`config.mk`:
```
export PLATFORM = sky130hd
export DESIGN_NAME = alu16_seq
export DESIGN_NICKNAME = d
export VERILOG_FILES = /design/src/rtl/alu16_seq.sv
export SDC_FILE = /design/constraint.sdc
export NUM_CORES = 1
export LEC_CHECK = 0
export CORE_AREA = 4 4 73 143
export DETAILED_ROUTE_END_ITERATION = 6
export DIE_AREA = 0 0 77 147
export GPL_ROUTABILITY_DRIVEN = 0
export GPL_TIMING_DRIVEN = 0
export PLACE_DENSITY = 0.73
export SLEW_MARGIN = 20
export SYNTH_ARGS = -nofsm -noshare
export SYNTH_HDL_FRONTEND = slang
export SYNTH_SLANG_ARGS = --single-unit
```
`constraint.sdc`:
```
create_clock -name clk -period 5.6 [get_ports clk]
set_clock_uncertainty 0.15 [all_clocks]
set_input_delay 1.12 -clock clk [delete_from_list [all_inputs] [get_ports clk]]
set_output_delay 1.12 -clock clk [all_outputs]
set_load 0.01 [all_outputs]
```
`src/rtl/alu16_seq.sv`:
```
// 16-bit arithmetic sequencer that drives an external 8-bit ALU in two byte passes (ADD16, ADDSP, INC16, DEC16).
// Latency: 3 cycles from the edge that samples start to done; issue interval is at least 4 cycles.
// No backpressure: start is only sampled in IDLE and is dropped otherwise; busy flags the non-accepting states.

package alu16_seq_pkg;
  typedef struct packed {
    logic z;
    logic n;
    logic h;
    logic c;
  } flags_t;

  typedef enum logic [1:0] {
    ALU_ADD = 2'd0,
    ALU_ADC = 2'd1,
    ALU_SUB = 2'd2,
    ALU_SBC = 2'd3
  } alu_op_t;

  localparam logic [1:0] OP_ADD16 = 2'd0;
  localparam logic [1:0] OP_ADDSP = 2'd1;
  localparam logic [1:0] OP_INC16 = 2'd2;
  localparam logic [1:0] OP_DEC16 = 2'd3;
endpackage

module alu16_seq
  import alu16_seq_pkg::*;
(
  input  logic        clk,
  input  logic        rst,
  input  logic        start,
  input  logic [1:0]  op16,
  input  logic [15:0] a16,
  input  logic [15:0] b16,
  input  flags_t      flags_in,
  output logic        busy,
  output logic        done,
  output logic [15:0] result,
  output flags_t      flags_out,
  output logic        alu_en,
  output logic [7:0]  alu_a,
  output logic [7:0]  alu_b,
  output alu_op_t     alu_op,
  output flags_t      alu_flags,
  input  logic [7:0]  alu_res,
  input  flags_t      alu_flags_out
);

  typedef enum logic [1:0] {
    S_IDLE = 2'd0,
    S_LOW  = 2'd1,
    S_HIGH = 2'd2,
    S_DONE = 2'd3
  } state_t;

  state_t      r_state;
  state_t      w_next;
  logic [1:0]  r_op;
  logic [15:0] r_a;
  logic [15:0] r_b;
  flags_t      r_flags;
  logic [7:0]  r_lo;
  logic        r_lo_h;
  logic        r_lo_c;
  logic [15:0] r_result;
  flags_t      r_flags_out;
  flags_t      w_final_flags;
  logic        w_unused_alu_zn;

  // Z and N from the ALU never reach the 16-bit flags
  assign w_unused_alu_zn = &{1'b0, alu_flags_out.z, alu_flags_out.n};

  // State register
  always_ff @(posedge clk or posedge rst) begin
    if (rst) begin
      r_state <= S_IDLE;
    end else begin
      r_state <= w_next;
    end
  end

  // Next state: only the IDLE exit waits on start, the rest walk forward
  always_comb begin
    w_next = r_state;
    case (r_state)
      S_IDLE:  if (start) w_next = S_LOW;
      S_LOW:   w_next = S_HIGH;
      S_HIGH:  w_next = S_DONE;
      default: w_next = S_IDLE;
    endcase
  end

  // Capture the request; operands are frozen for the whole operation
  always_ff @(posedge clk or posedge rst) begin
    if (rst) begin
      r_op    <= 2'd0;
      r_a     <= 16'h0000;
      r_b     <= 16'h0000;
      r_flags <= '0;
    end else if (r_state == S_IDLE && start) begin
      r_op    <= op16;
      r_a     <= a16;
      r_b     <= b16;
      r_flags <= flags_in;
    end
  end

  // Keep the low-byte result and its carries for the high pass and ADDSP flags
  always_ff @(posedge clk or posedge rst) begin
    if (rst) begin
      r_lo   <= 8'h00;
      r_lo_h <= 1'b0;
      r_lo_c <= 1'b0;
    end else if (r_state == S_LOW) begin
      r_lo   <= alu_res;
      r_lo_h <= alu_flags_out.h;
      r_lo_c <= alu_flags_out.c;
    end
  end

  // Flags reported for the completed 16-bit operation
  always_comb begin
    w_final_flags = r_flags;
    case (r_op)
      OP_ADD16: w_final_flags = '{z: r_flags.z, n: 1'b0, h: alu_flags_out.h, c: alu_flags_out.c};
      OP_ADDSP: w_final_flags = '{z: 1'b0, n: 1'b0, h: r_lo_h, c: r_lo_c};
      default:  w_final_flags = r_flags;
    endcase
  end

  // Publish result and flags at the end of the high pass; held until the next completion
  always_ff @(posedge clk or posedge rst) begin
    if (rst) begin
      r_result    <= 16'h0000;
      r_flags_out <= '0;
    end else if (r_state == S_HIGH) begin
      r_result    <= {alu_res, r_lo};
      r_flags_out <= w_final_flags;
    end
  end

  // ALU operand steering; everything parked at zero/ADD when the ALU is not in use
  always_comb begin
    alu_a     = 8'h00;
    alu_b     = 8'h00;
    alu_op    = ALU_ADD;
    alu_flags = '0;
    case (r_state)
      S_LOW: begin
        alu_a       = r_a[7:0];
        alu_flags   = r_flags;
        alu_flags.c = 1'b0;
        case (r_op)
          OP_INC16: begin alu_b = 8'h01; alu_op = ALU_ADD; end
          OP_DEC16: begin alu_b = 8'h01; alu_op = ALU_SUB; end
          default:  begin alu_b = r_b[7:0]; alu_op = ALU_ADD; end
        endcase
      end
      S_HIGH: begin
        alu_a       = r_a[15:8];
        alu_flags   = r_flags;
        alu_flags.c = r_lo_c;
        case (r_op)
          OP_ADD16: begin alu_b = r_b[15:8]; alu_op = ALU_ADC; end
          OP_ADDSP: begin alu_b = {8{r_b[7]}}; alu_op = ALU_ADC; end
          OP_INC16: begin alu_b = 8'h00; alu_op = ALU_ADC; end
          default:  begin alu_b = 8'h00; alu_op = ALU_SBC; end
        endcase
      end
      default: ;
    endcase
  end

  assign busy      = (r_state != S_IDLE);
  assign done      = (r_state == S_DONE);
  assign alu_en    = (r_state == S_LOW) || (r_state == S_HIGH);
  assign result    = r_result;
  assign flags_out = r_flags_out;

endmodule

```
==> impl_metrics.yaml <==
route:
  routed_wl_um: 7920
  ant_nets: 0
  drtPass1Iterations: 3
  wl_per_cell_um: 18.1
  vias: 2127
  drc: 0
  via_per_inst: 4.87
  drt_iter0_drc: 66
global_route:
  antenna_found_initial: 0
  grt_use_met2_pct: 26.7
  grt_busiest_layer: "met2"
  grt_max_degree: 41
  grtUsageMet1_pct: 15.3
  overflow: 0
  grt_use_total_pct: 14.5
  grt_pass1_wl_um: 12500
  grt_pass1_vias: 2371
  use_met3_pct: 3.19
timing:
  finalHoldViolCount: 0
  tns_ns: 0
  max_freq_mhz: 257
  period_share_pct: 69.6
  grt_setup_unrepaired: "no"
  fin_crit_ns: 3.90
  setup-violations-final: 0
  worst_hold_slack_ns: 0.354
  finalMaxSlewViolations: 0
  slew_headroom_pct: 71.6
  tightestPinTransition_ns: 0.426
critical_path:
  crit_path_end_kind: "output port"
  r2r_slack_ns: 3.68
  cp_slowest_cell: "clkdlybuf4s50_1"
  crit_arrival_ns: 2.63
  r2r_cells: 5
  timing.rr.end: "result[4]"
  crit_type: "reg2out"
  crit_fanout: 10
  crit_path_cell_trace: "inv_1, ha_1, buf_2, buf_4, nand3b_2, o21ai_0, clkdlybuf4s50_1"
  worst_setup_path_start_kind: "flip-flop"
  critPathLaunch: "r_state[0]"
  crit_path_max_incr_delay_ns: 0.59
  worstPathRequired_ns: 4.33
  timing.rr.start: "r_state[0]"
cts:
  clock-root-buffer: "clkbuf_16"
  clk_pin_slew_ns: 0.06
  cts_made_buffers: 9
  clock_latency_ns: 0.33
  ctsResizeCount: 0
  cts.hold.buffers_added: 0
  post_cts_buffers: 0
  ctsHtreeMaxLevel: 3
  cts_tree: "yes"
  clock-sinks: 70
  clockBufferDepth: 2
worst_hold_path:
  worstHoldPathType: "reg2reg"
  min_to: "result[0]"
  hold_depth: 1
  hold_start: "r_lo[0]"
layout:
  final_cell_mix: "clkdlybuf4s50_1 (95), dfrtp_1 (70), mux2_2 (45)"
  n_antenna_cell: 0
  nFillCells: 823
  layout.nets: 387
  stdcell_area_um2: 4640
  final_common_cell: "clkdlybuf4s50_1"
  area_delta_synth_final_pct: 44.9
  drive_gt1_share_pct: 29.1
floorplan:
  rows: 50
  die-area_um2: 11300
  start_util_pct: 34.3
  die-width_um: 77
  core_area_um2: 9320
  dieHeight_um: 147
  pin_count: 98
synthesis:
  yosysWarningCount: 0
  synthesis.nets: 280
  synthXorXnorAreaFrac_pct: 0
  synthAdderAreaFrac_pct: 2.35
  synth_cell_types: 28
  synth_area_leaders: "dfrtp_1 (55%), mux2_2 (16%), mux2_4 (9.4%)"
  syn_area_per_cell_um2: 14.5
  synth_seq_cells: 70
  syn_inst: 221
  yosysSeqAreaShare_pct: 54.8
  synth_top_family_by_area: "multiplexers"
  yosysTopAreaCell: "dfrtp_1"
  muxShareOfSynthArea_pct: 28.7
  syn_area_um2: 3200
  synth_compound_gate_area_share_pct: 5.40
  yosysTopAreaCellShare_pct: 54.8
  yosys.area_share.simple_pct: 5.32
placed_design:
  place.port_buffers: 95
  post-dp-hpwl_um: 5860
  placed_area_um2: 4300
run:
  cap_violations: 0
power_and_ir_drop:
  vdd_drop_max_uv: 274
  power_density_nw_per_um2: 618
  power_leakage_nw: 2.01
outcome:
  status: "completed"
==> cell type report <==
cell class,instances,area (µm²),area share [%]
buffer,15,93.8,2.02
clock buffer,11,253,5.45
clock inverter,5,81.3,1.75
inverter,5,21.3,0.459
multi-input combinational,131,1340,28.8
sequential,70,1750,37.8
tap,104,130,2.81
timing repair buffer,96,971,20.9
==> logic make-up after synthesis <==
logic type / count (synthesis)
AOI/OAI and AO/OA: 23
and+or+nand+nor: 26
muxes: 76
DFF: 70
buffers and inverters: 20
adders and majority gates: 6
==> synth_stat cells, drive strengths merged <==
cell type,number
nand2b,4
ha,6
nand3,3
o211ai,3
nand3b,1
nor2b,9
dfrtp,70
inv,5
o21a,1
a22oi,8
a31o,1
and3b,1
and3,1
nand4b,1
mux2i,11
or2b,1
and2,4
mux2,65
clkbuf,3
o2bb2ai,6
buf,12
nand2,1
o22ai,1
o21ai,3
==> how the worst max path moves through the flow <==
stage                     depth (start not counted)  slack, ns           end
after floorplan                                   1       2.56  flags_out[0]
after global placement                            2       1.40     result[6]
after detailed placement                          7       2.01      alu_b[0]
after CTS                                         7       1.66      alu_b[0]
after global routing                              7       1.52      alu_b[0]
final                                             7       1.70      alu_b[0]
==> critical path, delay by kind of cell (launching register included) <==
kind	cells	cell delay, ns
AOI/OAI and AO/OA	1	0.29
adders and majority gates	1	0.16
buffers and inverters	4	1.22
and+or+nand+nor	1	0.21
DFF	1	0.42
==> metal layers <==
layer	share of wire [%]	up-vias
met5	0	-
met4	2.5	0
met3	3.7	13
met2	55	53
met1	39	1060
li1	-	1001
==> metrics by stage <==
step / instances / setup WS [ns] / util (%) / total power [W]
floorplan: 221 / 2.56 / - / 0.00171
global placement: 420 / 1.40 / 45.9 / 0.00222
detailed placement: 421 / 2.01 / 46.2 / 0.00227
CTS: 437 / 1.66 / 49.7 / 0.00291
global route: 437 / 1.52 / 49.7 / 0.00304
finish: 437 / 1.70 / 49.7 / 0.00286
==> sequential cells by signal, indices dropped and copies added, names as in the netlist <==
| signal | flops |
|---|---|
| flags_out | 4 |
| r_a | 16 |
| r_b | 16 |
| r_flags | 4 |
| r_lo | 8 |
| r_lo_c | 1 |
| r_lo_h | 1 |
| r_op | 2 |
| r_state | 2 |
| result | 16 |
==> power by group <==
group          internal (W)  total, W  switching (W)
Clock              0.000414  0.000626       0.000212
Combinational      0.000788   0.00133       0.000538
Sequential         0.000770  0.000913       0.000143
Total               0.00197   0.00286       0.000893
(Power assumes the default switching activity.)
